**config.mk**
```make
export PLATFORM = sky130hd
export DESIGN_NAME = alu_shift_pipe_flat
export DESIGN_NICKNAME = d
export VERILOG_FILES = /design/src/rtl/alu_shift_pipe_pkg.sv /design/src/rtl/alu_shift_pipe_if.sv /design/src/rtl/alu_shift_pipe_stage.sv /design/src/rtl/alu_shift_pipe.sv /design/src/flat_wrapper.sv
export SDC_FILE = /design/constraint.sdc
export NUM_CORES = 1
export LEC_CHECK = 0
export ABC_AREA = 1
export CORE_UTILIZATION = 50
export CTS_CLUSTER_SIZE = 10
export DETAILED_ROUTE_END_ITERATION = 6
export GPL_ROUTABILITY_DRIVEN = 0
export PLACE_DENSITY = 0.77
export REMOVE_ABC_BUFFERS = 1
export SETUP_SLACK_MARGIN = 0.5
export SLEW_MARGIN = 20
export SYNTH_ARGS = -nofsm -noshare
export SYNTH_HDL_FRONTEND = slang
export SYNTH_SLANG_ARGS = --single-unit
```
**constraint.sdc**
```tcl
create_clock -name clk -period 1.6 [get_ports clk]
set_input_delay 0.32 -clock clk [delete_from_list [all_inputs] [get_ports clk]]
set_output_delay 0.32 -clock clk [all_outputs]
set_load 0.1 [all_outputs]
```
**src/rtl/alu_shift_pipe_pkg.sv**
```systemverilog
// Shared types and helpers for the pipelined shift unit.
// The op code travels as a raw 3-bit field so that undefined encodings survive through the pipe.
package alu_shift_pipe_pkg;

  localparam int DATA_WIDTH_DEF = 32;

  typedef enum logic [2:0] {
    SHIFT_SLL = 3'd0,
    SHIFT_SRL = 3'd1,
    SHIFT_SRA = 3'd2,
    SHIFT_ROL = 3'd3,
    SHIFT_ROR = 3'd4
  } shift_op_t;

  function automatic logic op_known(logic [2:0] op);
    return (op <= 3'd4);
  endfunction

  // Right shifts run on the bit-reversed operand so every level only shifts left.
  function automatic logic op_right(logic [2:0] op);
    return (op == SHIFT_SRL) || (op == SHIFT_SRA) || (op == SHIFT_ROR);
  endfunction

  function automatic logic op_rotate(logic [2:0] op);
    return (op == SHIFT_ROL) || (op == SHIFT_ROR);
  endfunction

endpackage

```
**src/rtl/alu_shift_pipe_if.sv**
```systemverilog
// Request/result bundle of the shift unit.
// The master side issues requests and consumes results; the slave side is the unit.
interface alu_shift_pipe_if #(
  parameter int DATA_WIDTH = 32,
  parameter int TAG_WIDTH  = 5
) ();
  localparam int SHIFT_WIDTH = $clog2(DATA_WIDTH);

  logic                   flush;
  logic                   in_valid;
  logic                   in_ready;
  logic [2:0]             op;
  logic [DATA_WIDTH-1:0]  rs1_data;
  logic [SHIFT_WIDTH-1:0] shamt;
  logic [TAG_WIDTH-1:0]   tag;
  logic                   out_valid;
  logic                   out_ready;
  logic [DATA_WIDTH-1:0]  result;
  logic [TAG_WIDTH-1:0]   res_tag;
  logic                   busy;

  modport master (
    output flush, in_valid, op, rs1_data, shamt, tag, out_ready,
    input  in_ready, out_valid, result, res_tag, busy
  );

  modport slave (
    input  flush, in_valid, op, rs1_data, shamt, tag, out_ready,
    output in_ready, out_valid, result, res_tag, busy
  );
endinterface

```
**src/rtl/alu_shift_pipe_stage.sv**
```systemverilog
// One register slice of the log shifter: levels LEVEL_LO..LEVEL_HI in front of a valid/ready register.
// The last slice also undoes the entry bit reversal so the result leaves straight from a flop.
module alu_shift_stage
  import alu_shift_pipe_pkg::*;
#(
  parameter int DATA_WIDTH = 32,
  parameter int TAG_WIDTH  = 5,
  parameter int LEVEL_LO   = 0,
  parameter int LEVEL_HI   = 0,
  parameter bit LAST       = 1'b0
) (
  input  logic                               clk,
  input  logic                               rst_n,
  input  logic                               flush,
  input  logic                               up_valid,
  output logic                               up_ready,
  input  logic [2:0]                         up_op,
  input  logic                               up_fill,
  input  logic [DATA_WIDTH-1:0]              up_data,
  input  logic [$clog2(DATA_WIDTH)-1:0]      up_shamt,
  input  logic [TAG_WIDTH-1:0]               up_tag,
  output logic                               dn_valid,
  input  logic                               dn_ready,
  output logic [2:0]                         dn_op,
  output logic                               dn_fill,
  output logic [DATA_WIDTH-1:0]              dn_data,
  output logic [$clog2(DATA_WIDTH)-1:0]      dn_shamt,
  output logic [TAG_WIDTH-1:0]               dn_tag
);
  localparam int SHIFT_WIDTH = $clog2(DATA_WIDTH);

  logic                   valid_q;
  logic [2:0]             op_q;
  logic                   fill_q;
  logic [DATA_WIDTH-1:0]  data_q;
  logic [SHIFT_WIDTH-1:0] shamt_q;
  logic [TAG_WIDTH-1:0]   tag_q;
  logic [DATA_WIDTH-1:0]  shifted;
  logic [DATA_WIDTH-1:0]  exit_data;

  // Level i shifts left by 2**i; vacated bits take the wrapped bits or the fill bit.
  always_comb begin
    shifted = up_data;
    for (int i = LEVEL_LO; i <= LEVEL_HI; i++) begin
      if (up_shamt[i]) begin
        if (op_rotate(up_op)) begin
          shifted = (shifted << (2**i)) | (shifted >> (DATA_WIDTH - 2**i));
        end else begin
          shifted = (shifted << (2**i)) |
                    (up_fill ? ~({DATA_WIDTH{1'b1}} << (2**i)) : {DATA_WIDTH{1'b0}});
        end
      end
    end
    exit_data = shifted;
    if (LAST && op_right(up_op)) begin
      for (int j = 0; j < DATA_WIDTH; j++) begin
        exit_data[j] = shifted[DATA_WIDTH-1-j];
      end
    end
  end

  assign up_ready = !valid_q || dn_ready;

  always_ff @(posedge clk or negedge rst_n) begin
    if (!rst_n) begin
      valid_q <= 1'b0;
      op_q    <= '0;
      fill_q  <= 1'b0;
      data_q  <= '0;
      shamt_q <= '0;
      tag_q   <= '0;
    end else begin
      if (flush) begin
        valid_q <= 1'b0;
      end else if (up_ready) begin
        valid_q <= up_valid;
      end
      if (up_ready && up_valid && !flush) begin
        op_q    <= up_op;
        fill_q  <= up_fill;
        data_q  <= exit_data;
        shamt_q <= up_shamt;
        tag_q   <= up_tag;
      end
    end
  end

  assign dn_valid = valid_q;
  assign dn_op    = op_q;
  assign dn_fill  = fill_q;
  assign dn_data  = data_q;
  assign dn_shamt = shamt_q;
  assign dn_tag   = tag_q;

endmodule

```
**src/rtl/alu_shift_pipe.sv**
```systemverilog
// Pipelined SLL/SRL/SRA/ROL/ROR unit with valid/ready backpressure, result tag and flush.
// Latency equals PIPE_STAGES; throughput is one op per cycle while the consumer is ready.
module alu_shift_pipe
  import alu_shift_pipe_pkg::*;
#(
  parameter int DATA_WIDTH  = DATA_WIDTH_DEF,
  parameter int PIPE_STAGES = 2,
  parameter int TAG_WIDTH   = 5
) (
  input  logic             clk,
  input  logic             rst_n,
  alu_shift_pipe_if.slave  bus
);
  localparam int SHIFT_WIDTH = $clog2(DATA_WIDTH);

  logic [PIPE_STAGES:0]   valid_s;
  logic [PIPE_STAGES-1:0] up_rdy;
  logic [PIPE_STAGES-1:0] dn_rdy;
  logic [2:0]             op_s    [0:PIPE_STAGES];
  logic                   fill_s  [0:PIPE_STAGES];
  logic [DATA_WIDTH-1:0]  data_s  [0:PIPE_STAGES];
  logic [SHIFT_WIDTH-1:0] shamt_s [0:PIPE_STAGES];
  logic [TAG_WIDTH-1:0]   tag_s   [0:PIPE_STAGES];
  logic [DATA_WIDTH-1:0]  entry_data;
  logic                   entry_fill;
  logic                   unused_tail;

  // Unknown ops enter as zero with zero fill, so every level yields 0 while the tag rides along.
  always_comb begin
    entry_data = '0;
    entry_fill = 1'b0;
    if (op_known(bus.op)) begin
      if (op_right(bus.op)) begin
        for (int j = 0; j < DATA_WIDTH; j++) begin
          entry_data[j] = bus.rs1_data[DATA_WIDTH-1-j];
        end
      end else begin
        entry_data = bus.rs1_data;
      end
      entry_fill = (bus.op == SHIFT_SRA) ? bus.rs1_data[DATA_WIDTH-1] : 1'b0;
    end
  end

  assign valid_s[0] = bus.in_valid && !bus.flush;
  assign op_s[0]    = bus.op;
  assign fill_s[0]  = entry_fill;
  assign data_s[0]  = entry_data;
  assign shamt_s[0] = bus.shamt;
  assign tag_s[0]   = bus.tag;

  for (genvar k = 0; k < PIPE_STAGES; k++) begin : g_stage
    localparam int LO = (k * SHIFT_WIDTH + PIPE_STAGES - 1) / PIPE_STAGES;
    localparam int HI = ((k + 1) * SHIFT_WIDTH + PIPE_STAGES - 1) / PIPE_STAGES - 1;

    // Downstream readiness flattened from the stage valids to keep the ready chain acyclic.
    if (k == PIPE_STAGES - 1) begin : g_tail
      assign dn_rdy[k] = bus.out_ready;
    end else begin : g_mid
      assign dn_rdy[k] = bus.out_ready || !(&valid_s[PIPE_STAGES:k+2]);
    end

    alu_shift_stage #(
      .DATA_WIDTH (DATA_WIDTH),
      .TAG_WIDTH  (TAG_WIDTH),
      .LEVEL_LO   (LO),
      .LEVEL_HI   (HI),
      .LAST       (k == PIPE_STAGES - 1)
    ) u_stage (
      .clk      (clk),
      .rst_n    (rst_n),
      .flush    (bus.flush),
      .up_valid (valid_s[k]),
      .up_ready (up_rdy[k]),
      .up_op    (op_s[k]),
      .up_fill  (fill_s[k]),
      .up_data  (data_s[k]),
      .up_shamt (shamt_s[k]),
      .up_tag   (tag_s[k]),
      .dn_valid (valid_s[k+1]),
      .dn_ready (dn_rdy[k]),
      .dn_op    (op_s[k+1]),
      .dn_fill  (fill_s[k+1]),
      .dn_data  (data_s[k+1]),
      .dn_shamt (shamt_s[k+1]),
      .dn_tag   (tag_s[k+1])
    );
  end

  assign bus.in_ready  = up_rdy[0] && !bus.flush;
  assign bus.out_valid = valid_s[PIPE_STAGES];
  assign bus.result    = data_s[PIPE_STAGES];
  assign bus.res_tag   = tag_s[PIPE_STAGES];
  assign bus.busy      = |valid_s[PIPE_STAGES:1];

  assign unused_tail = ^{op_s[PIPE_STAGES], fill_s[PIPE_STAGES], shamt_s[PIPE_STAGES], up_rdy};

endmodule

```
**src/flat_wrapper.sv**
```systemverilog
// flat-port wrapper written by rule: the top's interface ports become plain ports
module alu_shift_pipe_flat import alu_shift_pipe_pkg::*;
#(
  parameter int DATA_WIDTH  = DATA_WIDTH_DEF,
  parameter int PIPE_STAGES = 2,
  parameter int TAG_WIDTH   = 5
)
  (clk, rst_n, bus_flush, bus_in_valid, bus_op, bus_rs1_data, bus_shamt, bus_tag, bus_out_ready, bus_in_ready, bus_out_valid, bus_result, bus_res_tag, bus_busy);
  alu_shift_pipe_if #(.DATA_WIDTH(DATA_WIDTH), .TAG_WIDTH(TAG_WIDTH)) bus_i ();
  input  logic clk;
  input  logic rst_n;
  input wire logic [$bits(bus_i.flush)-1:0] bus_flush;
  input wire logic [$bits(bus_i.in_valid)-1:0] bus_in_valid;
  input wire logic [$bits(bus_i.op)-1:0] bus_op;
  input wire logic [$bits(bus_i.rs1_data)-1:0] bus_rs1_data;
  input wire logic [$bits(bus_i.shamt)-1:0] bus_shamt;
  input wire logic [$bits(bus_i.tag)-1:0] bus_tag;
  input wire logic [$bits(bus_i.out_ready)-1:0] bus_out_ready;
  output wire logic [$bits(bus_i.in_ready)-1:0] bus_in_ready;
  output wire logic [$bits(bus_i.out_valid)-1:0] bus_out_valid;
  output wire logic [$bits(bus_i.result)-1:0] bus_result;
  output wire logic [$bits(bus_i.res_tag)-1:0] bus_res_tag;
  output wire logic [$bits(bus_i.busy)-1:0] bus_busy;
  assign bus_i.flush = bus_flush;
  assign bus_i.in_valid = bus_in_valid;
  assign bus_i.op = bus_op;
  assign bus_i.rs1_data = bus_rs1_data;
  assign bus_i.shamt = bus_shamt;
  assign bus_i.tag = bus_tag;
  assign bus_i.out_ready = bus_out_ready;
  assign bus_in_ready = bus_i.in_ready;
  assign bus_out_valid = bus_i.out_valid;
  assign bus_result = bus_i.result;
  assign bus_res_tag = bus_i.res_tag;
  assign bus_busy = bus_i.busy;
  alu_shift_pipe #(.DATA_WIDTH(DATA_WIDTH), .PIPE_STAGES(PIPE_STAGES), .TAG_WIDTH(TAG_WIDTH)) u_core (.clk(clk), .rst_n(rst_n), .bus(bus_i));
endmodule
```
==> results of run 1 <==
==> through the flow <==
stage / worst slack (ps) / hold WS, ps / area, µm²
2_1_floorplan: -1360 / 24.4 / 5690
3_3_place_gp: -565 / 285 / 7920
3_5_place_dp: -637 / 294 / 7920
4_1_cts: -102 / 386 / 10100
==> timing repair <==
| action | in CTS |
|---|---|
| resized for setup | 311 |
| gates cloned | 22 |
| pin swaps | 75 |
| hold buffers | 1 |
| setup buffers | 31 |
| hold endpoints to repair | 28 |
| endpoints found under the setup margin | 121 |
==> cells by family after synthesis <==
group           after synthesis  synth area share [%]
compound gates              143                  11.9
simple gates                612                  41.9
buf+inv                     169                  13.4
flops                        82                  32.8
==> metal layers <==
layer  GRT usage [%]  GRT overflow
met5            14.1             0
met4            71.3            17
met2            91.1            12
met1            75.2             0
met3            60.8             0
==> key figures, run 1 <==
Clocking
  – Root buffer cell: clkbuf_16
  – Number of buffers between clock root and the deepest sink: 2
  – H-tree depth: 3
  – Sinks on Clock Net: 82
  – Clock buffers created by TritonCTS: 9

Yosys
  – FF+latch count, synth: 82
  – Instance count of the mapped netlist: 1006
  – Distinct cells, synth: 25
  – Leading cell types by total area after synthesis: dfrtp_1, nand2_1, nand3_1, nor2_1, o21ai_0
  – Top cell types by occurrence after synthesis: nand2_1, nand3_1, nor2_1, dfrtp_1
  – Fraction of synthesis flops using an asynchronous set or reset pin: 100%
  – Count of flip-flops with a built-in enable after synthesis: 0
  – Part of the Yosys area used for sequential elements: 32.8%
  – Yosys warning total: 0
  – Cell area after technology mapping: 0.00626 mm²
  – Primary FF master, synth: dfrtp_1
  – Yosys top cell by area: dfrtp_1
  – Avg Synthesized Cell Area: 6.22 µm²
  – Library cell with the highest instance count after synthesis: nand2_1
  – Synth top area share: 32.8%

Placed design
  – IO Port Bufs: 89
  – Hpwl dp: 12.3 mm
  – Instance count after placement with tap cells included: 1237

STA
  – Worst endpoint, post-GRT repair: u_core.g_stage[1].u_stage.dn_data[4]$_DFFE_PN0P_/D
  – Worst-path end type: register input

Status
  – First error in the log: [ERROR GRT-0232] Routing congestion too high. Check the congestion heatmap in the GUI.
  – Failed at: 5_1_grt
  – Run status: aborted with a tool error

Die
  – Starting density of the core: 51.7%
  – Chip Height: 114 µm
  – Chip width: 114 µm
  – Io pins: 90
  – Core Rows: 40

Global route
  – Maximum number of pins on one net before global-route repair: 39
  – Global routing usage summed across all routing layers: 74.3%
  – Remaining global-route overflow: 29
==> inputs of run 2 (changes only) <==
--- a/config.mk
+++ b/config.mk
@@ -6,13 +6,11 @@
 export NUM_CORES = 1
 export LEC_CHECK = 0
 export ABC_AREA = 1
-export CORE_UTILIZATION = 50
-export CTS_CLUSTER_SIZE = 10
+export CORE_UTILIZATION = 40
 export DETAILED_ROUTE_END_ITERATION = 6
 export GPL_ROUTABILITY_DRIVEN = 0
-export PLACE_DENSITY = 0.77
+export PLACE_DENSITY_LB_ADDON = 0.15
 export REMOVE_ABC_BUFFERS = 1
-export SETUP_SLACK_MARGIN = 0.5
 export SLEW_MARGIN = 20
 export SYNTH_ARGS = -nofsm -noshare
 export SYNTH_HDL_FRONTEND = slang
==> constraint.sdc (replaced) <==
create_clock -name clk -period 2.1 [get_ports clk]
set_input_delay 0.42 -clock clk [delete_from_list [all_inputs] [get_ports clk]]
set_output_delay 0.42 -clock clk [all_outputs]
set_load 0.1 [all_outputs]
==> run 2 against run 1 <==
The run now ends clean. Synthesized area stayed put. Synthesized cell count stayed put.
==> key figures, run 2 <==
Status
  – Run status: completed

STA
  – Setup repair after global routing missed its margin: no
  – Highest clock rate: 0.513 GHz
  – Clock tree skew after final layout: 4.97 ps
  – Final hold slack: 106 ps
  – Final count of pins violating max slew: 0
  – Final Hold Violating Endpoints: 0
  – Transition time at the pin with the least slew margin: 623 ps
  – Shortest period the worst path allows: 1950 ps
  – Share of the clock period used by the worst path: 92.8%
  – Worst slew margin relative to its limit: 58.5%
  – Setup-violating endpoint count in the final report: 0

Yosys
  – Top cell types by occurrence after synthesis: nand2_1, nand3_1, nor2_1, dfrtp_1
  – Leading cell types by total area after synthesis: dfrtp_1, nand2_1, nand3_1, nor2_1, o21ai_0
  – FF+latch count, synth: 82
  – Yosys warning total: 0
  – Cell area after technology mapping: 0.00626 mm²
  – Yosys top cell by area: dfrtp_1
  – Synth top area share: 32.8%
  – Count of flip-flops with a built-in enable after synthesis: 0
  – Avg Synthesized Cell Area: 6.22 µm²
  – Distinct cells, synth: 25
  – Primary FF master, synth: dfrtp_1
  – Library cell with the highest instance count after synthesis: nand2_1
  – Instance count of the mapped netlist: 1006
  – Part of the Yosys area used for sequential elements: 32.8%
  – Fraction of synthesis flops using an asynchronous set or reset pin: 100%

Critical path
  – Type of element capturing the critical path: flop
  – CP Data Arrival Time: 2160 ps
  – Startpoint-to-endpoint class of the critical path: in -> reg
  – Crit path max fanout: 13
  – Category of the worst setup path launch point: primary input
  – Data required time of the worst path: 2310 ps

Drt
  – Overall routed net length: 17.7 mm
  – Routed vias: 6613
  – Starting DRC count in detailed routing: 669
  – DRC errors left: 0
  – Drt pass-1 iters: 5
  – DRT antenna net count: 0
  – Average wire per standard cell: 13.9 µm
  – Vias per cell: 5.21

Die
  – Starting density of the core: 41.0%
  – Chip Height: 127 µm
  – Overall die area: 0.0162 mm²
  – Core Box Area: 0.0153 mm²
  – Chip width: 127 µm
  – Core Rows: 45
  – Io pins: 90

Clocking
  – Clock-pin transition on the worst setup and hold timing paths: 60 ps
  – H-tree depth: 3
  – CTS tree: yes
  – Post CTS Setup Buffer Count: 0
  – Root buffer cell: clkbuf_16
  – Clock insertion delay at the later pin of the skew report: 330 ps
  – Sinks on Clock Net: 82
  – Number of buffers between clock root and the deepest sink: 2
  – Clock buffers created by TritonCTS: 9

Power and ir drop
  – Internal: 3.91 mW
  – Part of the power in combinational logic: 50.9%
  – Power Dens Cells: 996 mW/mm²
  – Pleak: 3.78 nW
  – Clock power frac: 21.1%
  – Net switching power: 3.69 mW
  – Proportion of power drawn by flip-flops and latches: 28.0%
  – IR Drop Worst-Case VDD: 0.770 mV
  – Proportion of total power due to net switching: 48.6%
  – Total Power Consumption: 7.61 mW

Global route
  – Maximum number of pins on one net before global-route repair: 54
  – Number of antenna violations at the first check in global routing: 0
  – Global-route wire length before repair: 28.7 mm
  – Remaining global-route overflow: 0
  – Via count of the first global-routing pass: 5953
  – Global routing usage summed across all routing layers: 22.0%

Layout
  – Ant. Diodes: 0
  – Most common library cell in the layout ignoring fill and taps: nand2_1
  – Area of all placed cells without fillers: 0.00764 mm²
  – Layout overhead on the synthesized area: 22.0%
  – Number of nets in the finished design: 1105
  – Most frequent cells in the layout: nand2_1, nand3_1, nor2_1
  – Flip-flop count of the largest register after layout: 64
  – Core Util, Final: 50.1%
  – Ratio of cells with drive above 1 in the final layout: 11.4%

Job
  – Number of maximum-capacitance violations: 0

Min path
  – Type of the worst min-delay path: in -> async

Placed design
  – Placed cell area: 0.00720 mm²
  – IO Port Bufs: 89
  – Hpwl dp: 12.6 mm
## run 2: cell counts after synthesis
No cell type changed its count.
## run 2: per-stage QoR
| step | setup slack [ps] | setup TNS (ps) | instances |
|---|---|---|---|
| floorplan | -863 | -56970 | 910 |
| global placement | -260 | -5070 | 1251 |
| detailed placement | -284 | -5490 | 1251 |
| CTS | 73.9 | 0 | 1266 |
| global route | 20.8 | 0 | 1270 |
| finish | 151 | 0 | 1270 |
## run 2: path summary, 6_finish.rpt
check	to	cells after the start	slack [ps]	start
setup reg to reg	u_core.g_stage[1].u_stage.dn_data[9]	9	310	u_core.g_stage[0].u_stage.dn_op[0]
setup / recovery	u_core.g_stage[0].u_stage.dn_data[31]	12	150	bus_op[2]
max in group asynchronous	u_core.g_stage[1].u_stage.dn_data[8]	2	1420	rst_n
min in group clk	u_core.g_stage[1].u_stage.dn_tag[4]	2	470	u_core.g_stage[0].u_stage.dn_tag[4]
hold reg to reg	u_core.g_stage[1].u_stage.dn_tag[4]	2	470	u_core.g_stage[0].u_stage.dn_tag[4]
hold / removal	u_core.g_stage[0].u_stage.dn_data[25]	1	110	rst_n
## run 2: area by class of cell
type	count	area, µm²
clock inverter	2	35.0
tap	211	264
inverter	73	274
timing repair buffer	130	1250
clock buffer	13	270
sequential	82	2050
fill	1617	7620
multi-input combinational	759	3490
## run 2: power by group through the flow
stage,registers [mW],clock network (mW),logic (mW)
2_1_floorplan,3.69,0,1.23
3_3_place_gp,2.15,0,3.81
3_5_place_dp,2.16,0,3.82
4_1_cts,2.13,1.66,3.83
5_1_grt,2.17,1.72,4.18
6_report,2.13,1.61,3.87
## run 2: kinds of logic after synthesis
logic type      Yosys count  synth area share, %
compound gates          143                 11.9
buf+inv                 169                 13.4
flops                    82                 32.8
simple gates            612                 41.9
## run 2: metal layers
layer	up-vias	share of wire (%)	GRT usage, %	wire length, µm
met5	-	0	0	0
met4	0	0.76	4.76	134
met3	16	5.1	3.73	908
met2	184	46	36.9	8210
met1	3066	48	29.8	8430
li1	3347	-	-	-
## run 2: repair_timing
item	CTS	global route
setup endpoints to repair	0	24
resized for setup	0	19
hold buffers	0	0
## run 2: critical path, stage by stage
cell and delay (ps):
clkdlybuf4s50_1 430, inv_2 140, nand2_2 120, nand2_8 140, buf_6 170, nand3_1 140, nand4_1 140, nand2_1 60
nand2_1 80, nand3_1 100, nand3_1 120, o21ai_0 90
No activity file was read; power rests on OpenSTA's default activity.
==> inputs of run 3 (changes only) <==
--- a/config.mk
+++ b/config.mk
@@ -11,7 +11,6 @@
 export GPL_ROUTABILITY_DRIVEN = 0
 export PLACE_DENSITY_LB_ADDON = 0.15
 export REMOVE_ABC_BUFFERS = 1
-export SLEW_MARGIN = 20
 export SYNTH_ARGS = -nofsm -noshare
 export SYNTH_HDL_FRONTEND = slang
 export SYNTH_SLANG_ARGS = --single-unit
==> results of run 3 <==
No change in the layout: final DEF, timing and power equal those of run 2.
